===== src/rtl/cargador_ordenamiento.sv =====
// Front end for the 16-entry sort array: turns button presses into write strobes,
// then fires the sort strobe and steps the read-out positions with show strobes.
module cargador_ordenamiento #(
    parameter int N        = 16,
    parameter int DATA_W   = 5,
    parameter int ORD_WAIT = 4,
    parameter int SHOW_DIV = 8
) (
    input  logic              clk,
    input  logic              rst,
    input  logic [DATA_W-1:0] dato,
    input  logic              boton,
    input  logic              limpiar,
    output logic [DATA_W-1:0] dato_o,
    output logic [3:0]        pos,
    output logic              almacenar,
    output logic              ordenar,
    output logic              show,
    output logic [4:0]        cuenta,
    output logic              listo,
    output logic [2:0]        estado
);

    // Handshake-free strobe protocol: each strobe is a one-cycle pulse, and pos/dato_o
    // are settled at least one cycle before any strobe and held while it is high.

    localparam int CNT_W = $clog2((SHOW_DIV > ORD_WAIT) ? SHOW_DIV : ORD_WAIT) + 1;
    localparam logic [4:0]       ULTIMO   = 5'(N - 1);
    localparam logic [CNT_W-1:0] FIN_ESP  = CNT_W'(ORD_WAIT - 1);
    localparam logic [CNT_W-1:0] FIN_HOLD = CNT_W'(SHOW_DIV - 1);

    typedef enum logic [2:0] {
        CARGA    = 3'd0,
        CAPTURA  = 3'd1,
        ALMACENA = 3'd2,
        ORDENA   = 3'd3,
        ESPERA   = 3'd4,
        MUESTRA  = 3'd5,
        FIN      = 3'd6
    } estado_t;

    estado_t           state_q, state_d;
    logic              s1, s2, s3;
    logic              pulsacion;
    logic [DATA_W-1:0] dato_q, dato_d;
    logic [3:0]        pos_q, pos_d;
    logic              alm_q, alm_d;
    logic              ord_q, ord_d;
    logic              show_q, show_d;
    logic [4:0]        cuenta_q, cuenta_d;
    logic              listo_q, listo_d;
    logic [CNT_W-1:0]  cnt_q, cnt_d;

    // Rising edge of the synchronised button; s3 is the previous s2.
    assign pulsacion = s2 & ~s3;

    always_ff @(posedge clk or posedge rst) begin
        if (rst) begin
            s1       <= 1'b0;
            s2       <= 1'b0;
            s3       <= 1'b0;
            state_q  <= CARGA;
            dato_q   <= '0;
            pos_q    <= '0;
            alm_q    <= 1'b0;
            ord_q    <= 1'b0;
            show_q   <= 1'b0;
            cuenta_q <= '0;
            listo_q  <= 1'b0;
            cnt_q    <= '0;
        end else begin
            s1       <= boton;
            s2       <= s1;
            s3       <= s2;
            state_q  <= state_d;
            dato_q   <= dato_d;
            pos_q    <= pos_d;
            alm_q    <= alm_d;
            ord_q    <= ord_d;
            show_q   <= show_d;
            cuenta_q <= cuenta_d;
            listo_q  <= listo_d;
            cnt_q    <= cnt_d;
        end
    end

    always_comb begin
        state_d  = state_q;
        dato_d   = dato_q;
        pos_d    = pos_q;
        alm_d    = 1'b0;
        ord_d    = 1'b0;
        show_d   = 1'b0;
        cuenta_d = cuenta_q;
        listo_d  = listo_q;
        cnt_d    = cnt_q;

        if (limpiar) begin
            // dato_o is deliberately left untouched.
            state_d  = CARGA;
            pos_d    = '0;
            cuenta_d = '0;
            listo_d  = 1'b0;
            cnt_d    = '0;
        end else begin
            case (state_q)
                CARGA: begin
                    if (pulsacion) begin
                        dato_d  = dato;
                        pos_d   = cuenta_q[3:0];
                        state_d = CAPTURA;
                    end
                end
                CAPTURA: begin
                    alm_d   = 1'b1;
                    state_d = ALMACENA;
                end
                ALMACENA: begin
                    cuenta_d = cuenta_q + 5'd1;
                    if (cuenta_q == ULTIMO) begin
                        state_d = ORDENA;
                        cnt_d   = '0;
                    end else begin
                        state_d = CARGA;
                    end
                end
                ORDENA: begin
                    // First cycle is a spacer after almacenar; the pulse occupies the second.
                    if (cnt_q == '0) begin
                        ord_d = 1'b1;
                        cnt_d = CNT_W'(1);
                    end else begin
                        state_d = ESPERA;
                        cnt_d   = '0;
                    end
                end
                ESPERA: begin
                    if (cnt_q == FIN_ESP) begin
                        state_d = MUESTRA;
                        pos_d   = '0;
                        cnt_d   = '0;
                    end else begin
                        cnt_d = cnt_q + CNT_W'(1);
                    end
                end
                MUESTRA: begin
                    show_d = (cnt_q == '0);
                    if (cnt_q == FIN_HOLD) begin
                        cnt_d = '0;
                        if (pos_q == 4'd15) begin
                            state_d = FIN;
                            listo_d = 1'b1;
                        end else begin
                            pos_d = pos_q + 4'd1;
                        end
                    end else begin
                        cnt_d = cnt_q + CNT_W'(1);
                    end
                end
                FIN: begin
                    listo_d = 1'b1;
                end
                default: begin
                    state_d = CARGA;
                end
            endcase
        end
    end

    assign dato_o    = dato_q;
    assign pos       = pos_q;
    assign almacenar = alm_q;
    assign ordenar   = ord_q;
    assign show      = show_q;
    assign cuenta    = cuenta_q;
    assign listo     = listo_q;
    assign estado    = state_q;

endmodule


===== config.mk =====
export PLATFORM = sky130hd
export DESIGN_NAME = cargador_ordenamiento
export DESIGN_NICKNAME = d
export VERILOG_FILES = /design/src/rtl/cargador_ordenamiento.sv
export SDC_FILE = /design/constraint.sdc
export NUM_CORES = 1
export LEC_CHECK = 0
export CORE_MARGIN = 4
export CORE_UTILIZATION = 35
export DETAILED_ROUTE_END_ITERATION = 7
export PLACE_DENSITY_LB_ADDON = 0.05
export SLEW_MARGIN = 5
export SYNTH_ARGS = -nofsm -noshare
export SYNTH_HDL_FRONTEND = slang
export SYNTH_SLANG_ARGS = --single-unit
export TNS_END_PERCENT = 50

===== constraint.sdc =====
create_clock -name clk -period 2.31 [get_ports clk]
set_input_delay 0.462 -clock clk [delete_from_list [all_inputs] [get_ports clk]]
set_output_delay 0.462 -clock clk [all_outputs]
set_load 0.005 [all_outputs]

# [After elaboration in Yosys (flattened, before gate mapping)]
# Index checks and enable logic that the tools add are counted.
# Widths: inputs -> output; s select.
[totals] register_bits=28 in_bits=9 output_inout_bits=21 word_cells=80
[op_classes] n_addsub=3 n_eq_ne=18 n_mux=33 bitwise_logic=3 reduce_logical=11
[op_table] cell="$mux 4" count=9
[op_table] cell="$ne 3x3->1 const B" count=7
[op_table] cell="$pmux 3 s7" count=1
[op_table] cell="$mux 3" count=6
[op_table] cell="$pmux 4 s4" count=1
[op_table] cell="$pmux 4 s3" count=1
[op_table] cell="$mux 1" count=11
[op_table] cell="$mux 5" count=2
[op_table] cell="$eq 3x3->1 const B" count=3
[op_table] cell="$add 4x1->4 const B" count=2
[op_table] cell="$eq 3x2->1 const B" count=2
[op_table] cell="$reduce_and 3->1" count=2
[op_table] cell="$reduce_and 6->1" count=1
[op_table] cell="$add 5x1->5 const B" count=1
[op_table] cell="$eq 5x4->1 const B" count=1
[op_table] cell="$reduce_and 5->1" count=1
[op_table] cell="$reduce_bool 5->1" count=1
[op_table] cell="$eq 4x2->1 const B" count=1
[op_table] cell="$eq 4x3->1 const B" count=1
[op_table] cell="$eq 4x4->1 const B" count=1
[op_table] cell="$logic_not 4->1" count=1
[op_table] cell="$reduce_bool 4->1" count=1
[op_table] cell="$eq 3x1->1 const B" count=1
[op_table] cell="$logic_not 3->1" count=1
[op_table] cell="8 further kinds" count=9

# [Longest topological paths before layout]
[logic_depth] word_depth=5 ltp_mapped=7 ltp_nobuf=7

# [Worst setup path before layout]
# Ideal clock, no wire load.
[synth_path] kind="reg2reg" start="register cuenta_q[0] (netlist: cuenta[0])" end="register cnt_q[3]" setup_time_ns=0.068 t_arrival_ns=1.791 t_required_ns=2.242 path_slack_ns=0.452 path_stages_with_launch=8 n_path_buf=0 period_less_slack_ns=1.858 cell_sequence="dfrtp_1 -> ha_1 -> and3_1 -> ha_1 -> or2_2 -> a211oi_2 -> a31o_2 -> a32o_1"
[synth_via] elab_chain_len=3
[synth_lines] element="start, declared" line_no="50" source="logic [4:0] cuenta_q, cuenta_d;"
[synth_lines] element="start signal, assigned" line_no="81" source="cuenta_q <= cuenta_d;"
[synth_lines] element="$eq 5x4->1" line_no="120" source="if (cuenta_q == ULTIMO) begin"
[synth_lines] element="$ne 3x3->1 (no source line)"
[synth_lines] element="$reduce_and 2->1 (no source line)"
[synth_lines] element="end signal, assigned" line_no="83" source="cnt_q <= cnt_d;"
[synth_lines] element="end, declared" line_no="52" source="logic [CNT_W-1:0] cnt_q, cnt_d;"
# No other way between the ends.
# A chain may end at the register's enable or synchronous reset.

# [Worst setup path after layout]
[layout_path] start="register state_q[0] (netlist: estado[0])" end="output port estado[0]"
[layout_lines] element="start, declared" line_no="42" source="estado_t state_q, state_d;"
[layout_lines] element="start signal, assigned" line_no="75" source="state_q <= state_d;"
[layout_lines] element="end, declared" line_no="21" source="output logic [2:0] estado"
# No word-level cell between the ends.

==> results.yml <==
timing:
  hold_ws_ns: 0.357
  worst_pin_slew_ns: 0.557
  final_max_slew_viol_count: 0
  hold_viol: 0
  period_share: 0.865
  fin_skew_ns: 0.00517
  setup_viol: 0
  fin_ws_ns: 0.312
  rsz0062_at_grt: "false"
  slew-limit-headroom: 0.628
  max_freq_mhz: 500
  fin_crit_ns: 2.00
  fin_setup_tns_ns: 0
layout:
  final_cell_area_um2: 1880
  utilization: 0.463
  fin_cells: 222
  diodes: 0
  area_growth_pct: 26.3
  drive_gt1_frac: 0.151
  nNetsFinal: 188
detailed_routing:
  wl_met1_um: 1470
  avgViaCountPerCell: 5.20
  met3_length_um: 98
  firstDrtPassIters: 3
  ant_nets: 0
  routed_wl_um: 3170
  wl_per_cell_um: 14.3
  top_layer: "met4"
  drc: 0
  wl_met2_um: 1580
  num_vias: 1155
  drtIter0Drc: 33
die:
  core-area_um2: 4060
  die_x_um: 73.2
  die_height_um: 73.2
  ios: 30
  rows: 23
  start_util: 0.366
  die_area_um2: 5350
placement:
  post_dp_cell_area_um2: 1840
  portBuffers: 29
  place_inst: 219
  gp_congestion: 0.764
  dp_slack_ns: 0.314
  dpl.hpwl_um: 2370
clock_tree:
  ctsResizeCount: 0
  cts_tree: "yes"
  root_buffer: "clkbuf_8"
  post-cts-setup-buffers: 0
  clk_latency_ns: 0.27
  cts.sinks: 28
  clockBufferDepth: 2
  cts_buffers: 3
  path_clk_slew_ns: 0.09
  htree_levels: 1
  holdBufCountCts: 0
yosys:
  async_flop_share: 1.00
  synth_area_leaders: "dfrtp_1, mux2_2, ha_1"
  synth.largest_area_cell: "dfrtp_1"
  ys_ff_latch: 28
  synth-main-ff-cell: "dfrtp_1"
  syn-num-nets: 155
  netlist.area_leader.share: 0.471
  synth_edf_count: 0
  synth_commonest_cells: "dfrtp_1, nor2_1, nand2_1, nand3_1"
  ys_seq_area_frac: 0.471
  synth_most_common_cell: "dfrtp_1"
  syn_inst: 141
  synthDistinctLibCells: 51
  synth-warning-count: 0
  post_synth.cell_area_avg_um2: 10.5
  syn_area_um2: 1490
critical_path:
  worst-path-max-fanout: 14
  critPathMaxStageDelay_ns: 0.66
  cp.required_ns: 1.85
  cpMaxStageDelayCell: "dfrtp_1"
  path_class: "register to output pin"
  critPathTopFamily: "flip-flops"
  start_kind: "register"
  endpoint_kind: "output pin"
  path_cells: "clkdlybuf4s50_1"
  path_buf_inv: 1
  worstPathArrival_ns: 1.54
pwr:
  power_leakage_nw: 0.793
  irDropWorstVdd_mv: 0.271
  total_power_mw: 1.09
  p_per_area_nw_per_um2: 578
hold_path:
  hold_path_class: "register to register"
global_route:
  grt_max_degree: 29
  antenna_found_initial: 0
  grt_pass1_wl_um: 5460
  grt_usage: 0.131
  grt.overflow.total: 0
  grt_pass1_vias: 1167
run_status:
  status: "finished clean"
job:
  cap_violations: 0
-- where the power goes --
group / internal (mW) / total, mW / leakage, nW / switching [mW]
logic: 0.153 / 0.243 / 0.401 / 0.0907
clock network: 0.117 / 0.261 / 0.0216 / 0.144
registers: 0.536 / 0.581 / 0.370 / 0.0450
-- worst paths after layout --
check | startpoint | to | slack, ns | depth (start not counted)
max | estado[0] | estado[0] | 0.31 | 1
min | s1 | s2 | 0.36 | 0
max reg2reg | cuenta[0] | cnt_q[3] | 0.33 | 7
min reg2reg | s1 | s2 | 0.36 | 0
max in group asynchronous | rst | pos[1] | 1.51 | 3
min in group asynchronous | rst | estado[0] | 0.54 | 3
-- kinds of logic (layout without fill, tap and decap cells) --
kind of cell / Yosys count / after routing / synth area share
adders and majority gates: 5 / 5 / 0.0421
xor gates and xnor gates: 3 / 3 / 0.0177
muxes: 9 / 9 / 0.0673
AOI/OAI and AO/OA: 30 / 30 / 0.152
buffers and inverters: 13 / 44 / 0.0421
DFF: 28 / 28 / 0.471
and+or+nand+nor: 53 / 53 / 0.208
-- cell type report --
type / count / area [um^2]
Clock buffer: 3 / 41.3
Fill cell: 390 / 2180
Inverter: 8 / 30.0
Multi-Input combinational cell: 100 / 723
Sequential cell: 28 / 701
Tap cell: 50 / 62.6
Timing Repair Buffer: 33 / 320
-- routing by layer --
layer	up-vias	track usage
met1	563	0.167
met5	-	0
li1	573	-
met2	15	0.226
met4	0	0.0184
met3	4	0.0331
-- sequential cells by signal, indices dropped and copies added (netlist names) --
signal / cells
almacenar: 1
cnt_q: 4
cuenta: 5
dato_o: 5
estado: 3
listo: 1
ordenar: 1
pos: 4
s1: 1
s2: 1
s3: 1
show: 1
-- cells in the final DEF (no fill, tap or decap), types with 2 or more instances in the layout --
| master | netlist | layout |
|---|---|---|
| clkdlybuf4s50_1 | 0 | 29 |
| dfrtp_1 | 28 | 28 |
| nor2_1 | 13 | 13 |
| nand3_1 | 8 | 8 |
| nand2_1 | 8 | 8 |
| inv_1 | 7 | 7 |
| mux2_2 | 7 | 7 |
| a21oi_1 | 5 | 5 |
| ha_1 | 5 | 5 |
| o21ai_0 | 4 | 4 |
| buf_4 | 1 | 4 |
| and3_1 | 3 | 3 |
| a31oi_1 | 3 | 3 |
| clkbuf_8 | 0 | 3 |
| nor2b_1 | 2 | 2 |
| a211oi_2 | 2 | 2 |
| a211oi_1 | 2 | 2 |
| nand4_1 | 2 | 2 |
| or4_1 | 2 | 2 |
| nor3_1 | 2 | 2 |
| nor3b_1 | 2 | 2 |
| xor2_1 | 2 | 2 |
| a22o_1 | 2 | 2 |
(Power assumes the default switching activity.)
